--- src/rtl/fixed_predictor_decoder_pkg.sv ---
`default_nettype none
// ============================================================================
//  Module   : fixed_predictor_decoder_pkg
//  Purpose  : Shared constants and FSM state encoding for the FLAC FIXED
//             subframe decoder (fixed_predictor_decoder + fixed_prediction).
//  Contents : c_FIXED_ORDER_MAX  highest legal fixed predictor order
//             c_DATA_W           default sample/residual width
//             c_ACC_W            default prediction accumulator width
//             c_ORDER_W          width of the predictor order field
//             c_COUNT_W          width of the block sample counter
//             state_t            IDLE / WARMUP / RESID
//  Revision : 1.0  initial release
// ============================================================================
package fixed_predictor_decoder_pkg;

    localparam int c_FIXED_ORDER_MAX = 4;
    localparam int c_DATA_W          = 16;
    localparam int c_ACC_W           = c_DATA_W + 4;
    localparam int c_ORDER_W         = 4;
    localparam int c_COUNT_W         = 16;

    typedef enum logic [1:0] {
        ST_IDLE   = 2'd0,
        ST_WARMUP = 2'd1,
        ST_RESID  = 2'd2
    } state_t;

endpackage
`default_nettype wire

--- src/rtl/fixed_prediction.sv ---
`default_nettype none
// ============================================================================
//  Module   : fixed_prediction
//  Purpose  : Combinational FLAC fixed predictor. Produces the order 0..4
//             prediction from the four most recent reconstructed samples.
//  Ports    : iOrder       in   4       predictor order (0..4, else 0)
//             iS1..iS4     in   DATA_W  history, iS1 = most recent, signed
//             oPrediction  out  ACC_W   signed prediction
//  Revision : 1.0  initial release
// ============================================================================
module fixed_prediction
    import fixed_predictor_decoder_pkg::*;
#(
    parameter int DATA_W = c_DATA_W,
    parameter int ACC_W  = c_ACC_W
) (
    input  logic [c_ORDER_W-1:0] iOrder,
    input  logic [DATA_W-1:0]    iS1,
    input  logic [DATA_W-1:0]    iS2,
    input  logic [DATA_W-1:0]    iS3,
    input  logic [DATA_W-1:0]    iS4,
    output logic [ACC_W-1:0]     oPrediction
);

    localparam int c_EXT_W = ACC_W - DATA_W;

    logic signed [ACC_W-1:0] w_s1;
    logic signed [ACC_W-1:0] w_s2;
    logic signed [ACC_W-1:0] w_s3;
    logic signed [ACC_W-1:0] w_s4;

    // Sign-extend history into the accumulator width so the weighted sums
    // (worst case |4s1|+|6s2|+|4s3|+|s4| = 15 * 2^(DATA_W-1)) cannot wrap.
    assign w_s1 = {{c_EXT_W{iS1[DATA_W-1]}}, iS1};
    assign w_s2 = {{c_EXT_W{iS2[DATA_W-1]}}, iS2};
    assign w_s3 = {{c_EXT_W{iS3[DATA_W-1]}}, iS3};
    assign w_s4 = {{c_EXT_W{iS4[DATA_W-1]}}, iS4};

    always_comb begin
        oPrediction = '0;
        case (iOrder)
            4'd1:    oPrediction = w_s1;
            4'd2:    oPrediction = (w_s1 <<< 1) - w_s2;
            4'd3:    oPrediction = ((w_s1 <<< 1) + w_s1)
                                 - ((w_s2 <<< 1) + w_s2) + w_s3;
            4'd4:    oPrediction = (w_s1 <<< 2)
                                 - ((w_s2 <<< 2) + (w_s2 <<< 1))
                                 + (w_s3 <<< 2) - w_s4;
            default: oPrediction = '0;
        endcase
    end

endmodule
`default_nettype wire

--- src/rtl/fixed_predictor_decoder.sv ---
`default_nettype none
// ============================================================================
//  Module   : fixed_predictor_decoder
//  Purpose  : Rebuilds FLAC FIXED-subframe samples from the Rice residual
//             stream. Per block: passes the warm-up samples verbatim, then
//             adds the fixed prediction to every residual. One registered
//             output per accepted input strobe; end of block flagged.
//  Ports    : iClock           in   1       clock, posedge
//             iReset           in   1       asynchronous active-high reset
//             iEnable          in   1       qualifies iStart / iSampleValid
//             iStart           in   1       begin block, latch order/size
//             iPredictorOrder  in   4       fixed order 0..4
//             iBlockSize       in   16      samples per block incl. warm-up
//             iSampleValid     in   1       iSample strobe
//             iSample          in   DATA_W  warm-up sample or residual
//             oSample          out  DATA_W  reconstructed sample
//             oValid           out  1       oSample strobe
//             oBlockDone       out  1       strobe with last sample of block
//             oError           out  1       sticky illegal-order flag
//  Revision : 1.0  initial release
// ============================================================================
module fixed_predictor_decoder
    import fixed_predictor_decoder_pkg::*;
#(
    parameter int DATA_W = c_DATA_W,
    parameter int ACC_W  = c_ACC_W
) (
    input  logic                 iClock,
    input  logic                 iReset,
    input  logic                 iEnable,
    input  logic                 iStart,
    input  logic [c_ORDER_W-1:0] iPredictorOrder,
    input  logic [c_COUNT_W-1:0] iBlockSize,
    input  logic                 iSampleValid,
    input  logic [DATA_W-1:0]    iSample,
    output logic [DATA_W-1:0]    oSample,
    output logic                 oValid,
    output logic                 oBlockDone,
    output logic                 oError
);

    state_t r_state;
    state_t w_stateNext;

    logic [c_ORDER_W-1:0] r_order;
    logic [c_COUNT_W-1:0] r_size;
    logic [c_COUNT_W-1:0] r_count;
    logic [DATA_W-1:0]    r_s1;
    logic [DATA_W-1:0]    r_s2;
    logic [DATA_W-1:0]    r_s3;
    logic [DATA_W-1:0]    r_s4;

    logic                 w_startGo;
    logic                 w_orderBad;
    logic                 w_accept;
    logic                 w_last;
    logic                 w_enterResid;
    logic [c_COUNT_W-1:0] w_countNext;
    logic [ACC_W-1:0]     w_pred;
    logic [ACC_W-1:0]     w_sampleExt;
    logic [DATA_W-1:0]    w_recon;

    fixed_prediction #(
        .DATA_W      (DATA_W),
        .ACC_W       (ACC_W)
    ) u_prediction (
        .iOrder      (r_order),
        .iS1         (r_s1),
        .iS2         (r_s2),
        .iS3         (r_s3),
        .iS4         (r_s4),
        .oPrediction (w_pred)
    );

    assign w_startGo   = iEnable & iStart;
    assign w_orderBad  = (iPredictorOrder > c_ORDER_W'(c_FIXED_ORDER_MAX));
    // A start in the same cycle as a sample strobe wins; the strobe is dropped.
    assign w_accept    = iEnable & iSampleValid & ~iStart & (r_state != ST_IDLE);
    assign w_countNext = r_count + c_COUNT_W'(1);
    assign w_last      = (r_count == r_size - c_COUNT_W'(1));
    assign w_enterResid = (r_state == ST_WARMUP) &&
                          (w_countNext == c_COUNT_W'(r_order));

    // Residual + prediction in accumulator width; the stream guarantees the
    // result fits DATA_W, so the upper bits are simply dropped.
    assign w_sampleExt = {{(ACC_W-DATA_W){iSample[DATA_W-1]}}, iSample};
    assign w_recon     = (r_state == ST_WARMUP) ? iSample
                                                : DATA_W'(w_sampleExt + w_pred);

    // ---------------------------------------------------------------- FSM
    always_ff @(posedge iClock or posedge iReset) begin
        if (iReset) begin
            r_state <= ST_IDLE;
        end else begin
            r_state <= w_stateNext;
        end
    end

    always_comb begin
        w_stateNext = r_state;
        if (w_startGo) begin
            if (w_orderBad || (iBlockSize == '0)) begin
                w_stateNext = ST_IDLE;
            end else if (iPredictorOrder != '0) begin
                w_stateNext = ST_WARMUP;
            end else begin
                w_stateNext = ST_RESID;
            end
        end else if (w_accept) begin
            // A block no longer than its order ends while still in warm-up.
            if (w_last) begin
                w_stateNext = ST_IDLE;
            end else if (w_enterResid) begin
                w_stateNext = ST_RESID;
            end
        end
    end

    // ----------------------------------------------------------- datapath
    always_ff @(posedge iClock or posedge iReset) begin
        if (iReset) begin
            r_order    <= '0;
            r_size     <= '0;
            r_count    <= '0;
            r_s1       <= '0;
            r_s2       <= '0;
            r_s3       <= '0;
            r_s4       <= '0;
            oSample    <= '0;
            oValid     <= 1'b0;
            oBlockDone <= 1'b0;
            oError     <= 1'b0;
        end else begin
            oValid     <= 1'b0;
            oBlockDone <= 1'b0;
            if (w_startGo) begin
                r_count <= '0;
                r_s1    <= '0;
                r_s2    <= '0;
                r_s3    <= '0;
                r_s4    <= '0;
                if (w_orderBad) begin
                    oError <= 1'b1;
                end else begin
                    oError     <= 1'b0;
                    r_order    <= iPredictorOrder;
                    r_size     <= iBlockSize;
                    // An empty block completes immediately with no sample.
                    oBlockDone <= (iBlockSize == '0);
                end
            end else if (w_accept) begin
                oSample    <= w_recon;
                oValid     <= 1'b1;
                oBlockDone <= w_last;
                r_count    <= w_countNext;
                r_s4       <= r_s3;
                r_s3       <= r_s2;
                r_s2       <= r_s1;
                r_s1       <= w_recon;
            end
        end
    end

endmodule
`default_nettype wire
--- config.mk ---
export PLATFORM = sky130hd
export DESIGN_NAME = fixed_predictor_decoder
export DESIGN_NICKNAME = d
export VERILOG_FILES = /design/src/rtl/fixed_predictor_decoder_pkg.sv /design/src/rtl/fixed_prediction.sv /design/src/rtl/fixed_predictor_decoder.sv
export SDC_FILE = /design/constraint.sdc
export NUM_CORES = 1
export LEC_CHECK = 0
export BUFFER_PORTS_ARGS = -buffer_cell sky130_fd_sc_hd__buf_2
export CAP_MARGIN = 20
export CORE_MARGIN = 2
export CORE_UTILIZATION = 25
export DETAILED_ROUTE_END_ITERATION = 8
export PLACE_DENSITY = 0.37
export SYNTH_ARGS = -nofsm -noshare
export SYNTH_HDL_FRONTEND = slang
export SYNTH_SLANG_ARGS = --single-unit
export TNS_END_PERCENT = 5
--- constraint.sdc ---
create_clock -name iClock -period 12.4 [get_ports iClock]
set_clock_uncertainty 0.15 [all_clocks]
set_input_delay 2.48 -clock iClock [delete_from_list [all_inputs] [get_ports iClock]]
set_output_delay 2.48 -clock iClock [all_outputs]
set_load 0.02 [all_outputs]
; ---- Yosys cells after proc, flatten, opt, wreduce, memory -nomap -nowiden
; Index checks and enable logic that the tools add are counted.
[totals]
ramBits = 0
out_inout_bits = 19
mem_count = 0
reg_bits = 121
romBits = 0
elab_cells = 73
input_bits = 41
latchBits = 0
[classes]
reduce_logical = 10
div_mod_pow = 0
eq_ne = 7
n_mux = 24
add_sub_neg = 12
bitwise_logic = 7
n_mul = 0
shift = 0
order_cmp = 1
[ops]
columns = op, n
row1 = two-way mux 16 bit, 11
row2 = adder 16 bit, 6
row3 = one-hot mux 16 bit (4 select lines), 1
row4 = subtractor 16 bit, 4
row5 = adder 16 x 1 -> 16 bit (second input constant), 1
row6 = equality test 16 bit, 1
row7 = equality test 16 x 4 -> 1 bit, 1
row8 = zero test 16 bit, 1
row9 = subtractor 16 x 1 -> 16 bit (second input constant), 1
row10 = two-way mux 2 bit, 6
row11 = equality test 4 x 2 -> 1 bit (second input constant), 2
row12 = two-way mux 1 bit, 6
row13 = AND reduction 2 bit, 3
row14 = AND 1 bit, 4
row15 = equality test 4 x 1 -> 1 bit (second input constant), 1
row16 = equality test 4 x 3 -> 1 bit (second input constant), 1
row17 = > comparator 4 x 3 -> 1 bit (second input constant), 1
row18 = nonzero test 2 bit, 2
row19 = nonzero test 4 bit, 1
row20 = inverter 1 bit, 3
row21 = nonzero test 3 bit, 1
row22 = equality test 2 x 1 -> 1 bit (second input constant), 1
row23 = logical AND 1 bit, 1
row24 = logical OR 1 bit, 1

; ---- Depth between registers and ports, before layout
; Gate-level depths: netlist (run 1).
[depth]
depth_word = 9
ltp_mapped = 26
ltp_nobuf = 26

; ---- Modules after synthesis
; A second synthesis (run 1) with hierarchy kept.
[hier_totals]
cells_unflattened = 1434
hier_area_um2 = 12385.6
[modules_own_cells]
columns = mod, seq_area_each_um2, n_inst, cells_each, area_each_um2
row1 = fixed_predictor_decoder, 3027.9, 1, 704, 6528.8
row2 = fixed_prediction, 0.0, 1, 730, 5856.9

; ---- Worst setup path before layout (run 1)
; Ideal clock, no wire load.
[synth_timing]
path_type = register -> register
start = reg r_s2[0]
end = reg r_s1[15]
arrival_ps = 5426
n_path_buf = 0
period_less_slack_ps = 5714
required_ps = 12112
path_stages_with_launch = 27
path_slack_ps = 6686
path_cell_list = dfrtp_1 > inv_1 > ha_1 > inv_1 > fa_1 > inv_1 > fa_1 > inv_1 > ha_1 > fa_1 > a211oi_2 > nor2_1 > o21a_1 > nor2_1 > xnor2_1 > a221oi_1 > o21ai_0 > ha_1 > a21o_1 > a21oi_1 > o21ai_1 > a41oi_1 > o21a_1 > o21a_1 > a211oi_1 > nor4_1 > nand3_1
[synth_via]
elab_chain_cells = 9
[synth_rtl]
columns = element, line_no
row1 = "start, declared", fixed_predictor_decoder.sv:49  ; logic [DATA_W-1:0] r_s2;
row2 = "start signal, assigned", fixed_predictor_decoder.sv:158  ; r_s2 <= r_s1;
row3 = adder 16 bit, fixed_prediction.sv:47  ; - ((w_s2 <<< 2) + (w_s2 <<< 1))
row4 = subtractor 16 bit, fixed_prediction.sv:47
row5 = adder 16 bit, fixed_prediction.sv:48  ; + (w_s3 <<< 2) - w_s4;
row6 = subtractor 16 bit, fixed_prediction.sv:48
row7 = one-hot mux 16 bit (4 select lines) (*), fixed_prediction.sv:41  ; case (iOrder)
row8 = adder 16 bit (*), fixed_predictor_decoder.sv:88  ; : DATA_W'(w_sampleExt + w_pred);
row9 = two-way mux 16 bit (*), fixed_predictor_decoder.sv:87  ; assign w_recon = (r_state == ST_WARMUP) ? iSample
row10 = two-way mux 16 bit (*), fixed_predictor_decoder.sv:151  ; end else if (w_accept) begin
row11 = two-way mux 16 bit (*), fixed_predictor_decoder.sv:136  ; if (w_startGo) begin
row12 = "end signal, assigned", fixed_predictor_decoder.sv:159  ; r_s1 <= w_recon;
row13 = "end, declared", fixed_predictor_decoder.sv:48  ; logic [DATA_W-1:0] r_s1;
; Mark *: on every way between the ends. The rest lies on a longest branch, timed or not. The select of a mux whose other input is x is not followed.
; A chain may end at the register's enable or synchronous reset.

; ---- Worst setup path after layout (run 1)
[layout_timing]
start = reg r_s1[2]
end = reg oSample[15]
[layout_via]
elab_chain_cells = 6
[layout_rtl]
columns = element, line_no
row1 = adder 16 bit / subtractor 16 bit (equally long branches), "fixed_prediction.sv:44, fixed_prediction.sv:47"
row2 = subtractor 16 bit / adder 16 bit (equally long branches), "fixed_prediction.sv:45, fixed_prediction.sv:48"
row3 = adder 16 bit / subtractor 16 bit (equally long branches), "fixed_prediction.sv:45, fixed_prediction.sv:48"
row4 = one-hot mux 16 bit (4 select lines) (*), fixed_prediction.sv:41
row5 = adder 16 bit (*), fixed_predictor_decoder.sv:88
row6 = two-way mux 16 bit (*), fixed_predictor_decoder.sv:87
row7 = "end signal, assigned", fixed_predictor_decoder.sv:152  ; oSample <= w_recon;
row8 = "end, declared", fixed_predictor_decoder.sv:36  ; output logic [DATA_W-1:0] oSample,
; Mark *: on every way between the ends. The rest lies on a longest branch, timed or not.

==> results of run 1 <==
[Yosys cell counts (3+ instances only)]
cell / count / area [um2]
ha_1: 66 / 826
o21ai_1: 13 / 65.1
mux2_1: 3 / 33.8
mux2i_1: 7 / 70.1
a22oi_1: 4 / 30.0
dfrtp_1: 121 / 3030
clkbuf_1: 37 / 139
nor3_1: 19 / 95.1
fa_1: 83 / 1660
a21oi_1: 61 / 305
o21ai_0: 75 / 375
xnor2_1: 57 / 499
nand4_1: 9 / 56.3
buf_1: 5 / 18.8
o21a_1: 7 / 52.6
inv_1: 183 / 687
a221oi_1: 6 / 52.6
o21bai_1: 7 / 52.6
o211ai_1: 7 / 52.6
or3_1: 5 / 31.3
o211a_1: 3 / 30.0
a22o_1: 11 / 96.3
buf_2: 3 / 15.0
nor2_1: 53 / 199
nor2b_1: 11 / 68.8
a211oi_1: 10 / 75.1
xor2_1: 32 / 280
and2_1: 3 / 18.8
o22ai_1: 5 / 31.3
o31ai_1: 4 / 30.0
nand2_1: 136 / 510
a21o_1: 39 / 293
nand3_1: 18 / 90.1
nor4_1: 11 / 68.8
and3_1: 13 / 81.3
nand2b_1: 6 / 37.5
mux2_2: 19 / 214
a31oi_1: 10 / 62.6
a222oi_1: 7 / 70.1
[power breakdown]
group,switching (mW),internal (mW)
Sequential,0.107,0.456
Combinational,1.50,1.11
Clock,0.204,0.325
[cell families (layout without fill, tap and decap cells)]
family,after synthesis,in the layout,synth area share
XOR/XNOR,89,89,0.0720
buffers and inverters,229,283,0.0798
flip-flops,121,121,0.280
adder cells (fa/ha/maj),149,149,0.230
AO/OA/AOI/OAI,295,295,0.178
multiplexers,29,29,0.0294
AND/OR/NAND/NOR,299,299,0.131
[stage by stage]
| step | instance area [um2] | hold WS (ns) | std cells |
|---|---|---|---|
| 3_3_place_gp | 11800 | 0.307 | 1820 |
| 5_1_grt | 12400 | 0.344 | 1850 |
| 6_report | 12400 | 0.322 | 1850 |
| 4_1_cts | 12400 | 0.327 | 1850 |
| 2_1_floorplan | 10800 | 0.300 | 1211 |
| 3_5_place_dp | 11800 | 0.315 | 1820 |
[worst max-delay path, cell delays in order, from the launching register on]
cell and delay (ns):
dfrtp_1 0.57, inv_1 0.13, fa_1 0.57, inv_1 0.05, fa_1 0.48, inv_1 0.05
fa_1 0.48, inv_1 0.05, ha_1 0.33, a21o_1 0.22, a2111oi_1 0.64, o311ai_1 0.29
xnor2_1 0.18, o211ai_1 0.19, ha_1 0.32, a21oi_1 0.17, o21ai_1 0.08, a41oi_1 0.28
o21a_1 0.24, o21a_1 0.16, a211oi_1 0.05, nor4_1 0.39, nand3_1 0.11
[area by class of cell]
cell class / count / area share
clock buffer: 20 / 0.0369
clock inverter: 10 / 0.0116
inverter: 184 / 0.0562
multi-input combinational: 861 / 0.562
sequential: 121 / 0.244
tap: 585 / 0.0591
timing repair buffer: 69 / 0.0299
[metal layers]
| layer | wire [um] | track usage | up-vias |
|---|---|---|---|
| met5 | 0 | 0 | - |
| met4 | 391 | 0.0403 | 0 |
| met3 | 1060 | 0.0275 | 24 |
| met2 | 15300 | 0.248 | 126 |
| met1 | 15900 | 0.213 | 4210 |
| li1 | - | - | 4166 |
[worst min path at each step]
stage / start / to / slack (ns) / cells past startpoint
6_report: oSample[0] / oSample[0] / 0.32 / 1
5_1_grt: oSample[14] / oSample[14] / 0.34 / 1
4_1_cts: oSample[0] / oSample[0] / 0.33 / 1
3_5_place_dp: oSample[0] / oSample[0] / 0.31 / 1
3_3_place_gp: oSample[7] / oSample[7] / 0.31 / 1
2_1_floorplan: r_s3[10] / r_s3[10] / 0.30 / 2
[state kept, by name (all words and copies together), names as in the netlist]
register / flops
r_order: 4
r_s3: 16
r_size: 16
oBlockDone: 1
r_s1: 16
r_count: 16
oSample: 16
r_state: 2
oError: 1
r_s4: 16
oValid: 1
r_s2: 16
==> reports/qor.csv, run 1 <==
metric,value,unit
Startpoint Class,flop,
DP HPWL,24900,um
htree depth,4,
total core area,0.0429,mm2
Slew Limit Fails,0,
row cnt,76,
fin worst setup slack,6.07,ns
final count of hold timing violations,0,
most frequent cells in the layout,"inv_1 (182), nand2_1 (136), dfrtp_1 (121)",
layout cells sized above 1,0.109,
first-pass GRT wire length,52000,um
RSZ-0062 raised after global routing,false,
fin crit share,0.511,
setup TNS,0,ns
PwrDens,299,mW/mm2
slew margin rel.,0.365,
Clock Path Buffers,2,
number of flops mapped to enable cells by yosys,0,
port buffer count,59,
synth warn,0,
NumNets Final,1444,
total CTS buffers,17,
fillers,4578,
Worst-Margin Slew,0.950,ns
Placement Setup Slack,6.05,ns
number of diodes,0,
synthesis-to-layout area growth,14.5,%
Pre-antenna DRT Iters,6,
Main synth FF type,dfrtp_1,
"Core Util, Final",0.289,
Via Count,8526,
Routed WL,32700,um
1st-iter DRT viols,351,
cells after synthesis,1211,
CTS tree,done,
Unique masters post-synth,74,
area of the multi-input gates,0.00696,mm2
Root Driver,clkbuf_16,
CP Data Arrival Time,6.49,ns
R2R Path Start,r_s1[2],
register bit total from synthesis,121,
Pleak,5.73,nW
GRT overflow,0,
GRT Total Usage,0.154,
Setup CP Type,flop to flop,
DR WL/cell,17.7,um
Synth Cell Area,0.0108,mm2
register area,0.00303,mm2
mean area per synthesized cell,8.94,um2
maxcap violations,0,
ANT nets after route,0,
Async SR Flop Fraction,1.00,
CP max FO,7,
vias per inst,4.61,
vias in the first global route,8859,
Chip Height,212,um
status,"finished, final reports clean",
"Req. time, crit path",12.56,ns
sequential share of the synthesized area,0.280,
Mapped Nets,1401,
IO Pins,60,
RR Endpoint,oSample[15],
clk slew on worst S/H paths,0.06,ns
Pwr Total,3.70,mW
die area,0.0450,mm2
largest net degree at the start of global routing,71,
"commonest non-fill, non-tap cell in the layout",inv_1,
post-CTS sizing,0,
crit path launch,r_s1[2],
DRC,0,
achievable frequency,158,MHz
die width,212,um
CP Capture Type,flop,
Final Setup Violations,0,
GPL Wtd Cong,0.786,
initial antenna violation count,0,
Final min period,6.33,ns
R2R cell count,22,
reg2reg setup slack,6.07,ns
CP Capture Point,oSample[15],
CTS Hold Bufs,0,
Hold Path Class,flop to flop,
post-CTS setup buffer count,0,
clk sinks,121,
Starting Density,0.252,
Worst IR Drop VDD,123,uV
worst skew pair latency,0.45,ns
Note: power is estimated with default switching activity, not from simulation.
==> run 2: changes to the inputs <==
Clock period 12.4 ns to 6.06 ns, I/O delays scaled along.
==> run 2 against run 1 <==
Net effect:
- combinational power is 120% higher
- power is 110% higher
- sequential power is 92% higher
- first-iteration DRC count is 2.6% lower
- final cell count is 1.7% higher
- setup slack worse by 5.8 ns
==> reports/qor.csv, run 2 (same netlist as run 1, synthesis figures left out) <==
metric,value,unit,change
Clock Path Buffers,2,,unchanged
RR Endpoint,oSample[14],,was oSample[15]
DR WL/cell,17.5,um,was 17.7 um
worst path bufs/invs,5,,was 4
die area,0.0450,mm2,unchanged
CP Capture Type,flop,,unchanged
die width,212,um,unchanged
Worst-Margin Slew,0.916,ns,was 0.950 ns
R2R cell count,25,,was 22
IO Pins,60,,unchanged
Pleak,5.88,nW,was 5.73 nW
clk slew on worst S/H paths,0.06,ns,about the same
Routed WL,33000,um,was 32700 um
Starting Density,0.252,,unchanged
Worst Hold End,oSample[0],,unchanged
clk sinks,121,,unchanged
ANT nets after route,0,,unchanged
Pre-antenna DRT Iters,7,,was 6
slew margin rel.,0.388,,was 0.365
initial antenna violation count,0,,unchanged
Setup CP Type,flop to flop,,unchanged
fin crit share,0.951,,was 0.511
"commonest non-fill, non-tap cell in the layout",inv_1,,unchanged
GPL Wtd Cong,0.761,,was 0.786
Final min period,5.77,ns,was 6.33 ns
layout cells sized above 1,0.149,,was 0.109
total core area,0.0429,mm2,unchanged
worst stage delay on the critical path,0.49,ns,was 0.64 ns
vias per inst,4.58,,was 4.61
Top Usage Layer GRT,met2,,unchanged
Finished Cell Area,0.0127,mm2,was 0.0124 mm2
CP max FO,4,,was 7
CTS tree,done,,unchanged
synthesis-to-layout area growth,17.1,%,was 14.5%
DP Area,0.0120,mm2,was 0.0118 mm2
Startpoint Class,flop,,unchanged
Via Count,8623,,was 8526
Pwr Total,7.88,mW,was 3.70 mW
Chip Height,212,um,unchanged
critical path's top delay family,adder cells,,was compound AO/OA/AOI/OAI gates
vias in the first global route,8944,,was 8859
GRT Total Usage,0.155,,was 0.154
Hold Path Class,flop to flop,,unchanged
row cnt,76,,unchanged
NumNets Final,1474,,was 1444
most frequent cells in the layout,"inv_1 (182), nand2_1 (136), dfrtp_1 (120)",,"was inv_1 (182), nand2_1 (136), dfrtp_1 (121)"
achievable frequency,173,MHz,was 158 MHz
M1 GR Usage,0.220,,was 0.213
R2R Path Start,r_s2[1],,was r_s1[2]
PwrDens,622,mW/mm2,was 299 mW/mm2
total CTS buffers,17,,unchanged
htree depth,4,,unchanged
"Req. time, crit path",6.25,ns,was 12.56 ns
fillers,4564,,was 4578
Slew Limit Fails,0,,unchanged
GRT overflow,0,,unchanged
number of diodes,0,,unchanged
reg2reg setup slack,0.29,ns,was 6.07 ns
maxcap violations,0,,unchanged
met2 Resource Use GR,0.247,,was 0.248
port buffer count,59,,unchanged
status,"finished, final reports clean",,unchanged
CP Data Arrival Time,5.95,ns,was 6.49 ns
final count of hold timing violations,0,,unchanged
hold_sp,oSample[0],,unchanged
M3 GR Usage,0.0260,,was 0.0275
largest net degree at the start of global routing,77,,was 71
Final Setup Violations,0,,unchanged
Root Driver,clkbuf_16,,unchanged
DP HPWL,25200,um,was 24900 um
worst skew pair latency,0.45,ns,about the same
first-pass GRT wire length,52500,um,was 52000 um
DRC,0,,unchanged
slowest CP cell,fa_1,,was a2111oi_1
Hold Crit Depth,1,,unchanged
1st-iter DRT viols,342,,was 351
Worst IR Drop VDD,284,uV,was 123 uV
[run 2: changes by cell type in the layout (fill, tap and decap cells not counted), sizes merged]
cell | previous run | this run
inv | 185 | 190
clkbuf | 20 | 18
bufinv | 3 | 0
clkinv | 3 | 5
buf | 69 | 99
[run 2: report_power, final]
group          leakage, nW  switching [mW]  total, mW  internal [mW]
Sequential            1.61           0.151       1.08          0.933
Clock                0.260           0.462      0.994          0.531
Combinational         4.00            3.30       5.80           2.51
[run 2: worst max path at each step]
stage	from	to	slack (ns)	cells after the start
2_1_floorplan	r_s2[0]	r_s1[15]	0.35	26
3_3_place_gp	r_s2[1]	oSample[14]	0.04	24
3_5_place_dp	r_s2[1]	oSample[15]	0.0007	25
4_1_cts	r_s2[1]	oSample[14]	0.02	24
5_1_grt	r_s2[1]	r_s1[15]	-0.05	26
6_report	r_s2[1]	oSample[14]	0.29	25
[run 2: final cells by class]
type                       count  area, um2  area share
multi-input combinational    861       7070       0.558
sequential                   121       3030       0.239
tap                          585        732      0.0578
inverter                     184        696      0.0549
timing repair buffer          99        596      0.0470
clock buffer                  18        429      0.0339
clock inverter                14        114     0.00899
[run 2: timing repair]
action	CTS	global route
hold buffers	0	0
resized for setup	1	28
setup buffers	0	6
pin swaps	0	24
endpoints found under the setup margin	2	12
cloned	0	0
[run 2: per-stage QoR]
step                      setup slack, ns  utilization  instances  TNS [ns]  hold slack [ns]
after floorplan                     0.346            -       1211         0            0.300
after global placement             0.0405        0.279       1844         0            0.306
after detailed placement         0.000719        0.279       1844         0            0.317
after CTS                          0.0155        0.292       1876         0            0.331
after global routing              -0.0548        0.295       1882    -0.126            0.345
final                               0.295        0.295       1882         0            0.324
[run 2: per-layer routing]
metal / vias to the layer above / wire length, um
li1: 4223 / -
met1: 4288 / 16700
met2: 93 / 15200
met3: 19 / 779
met4: 0 / 323
met5: - / 0
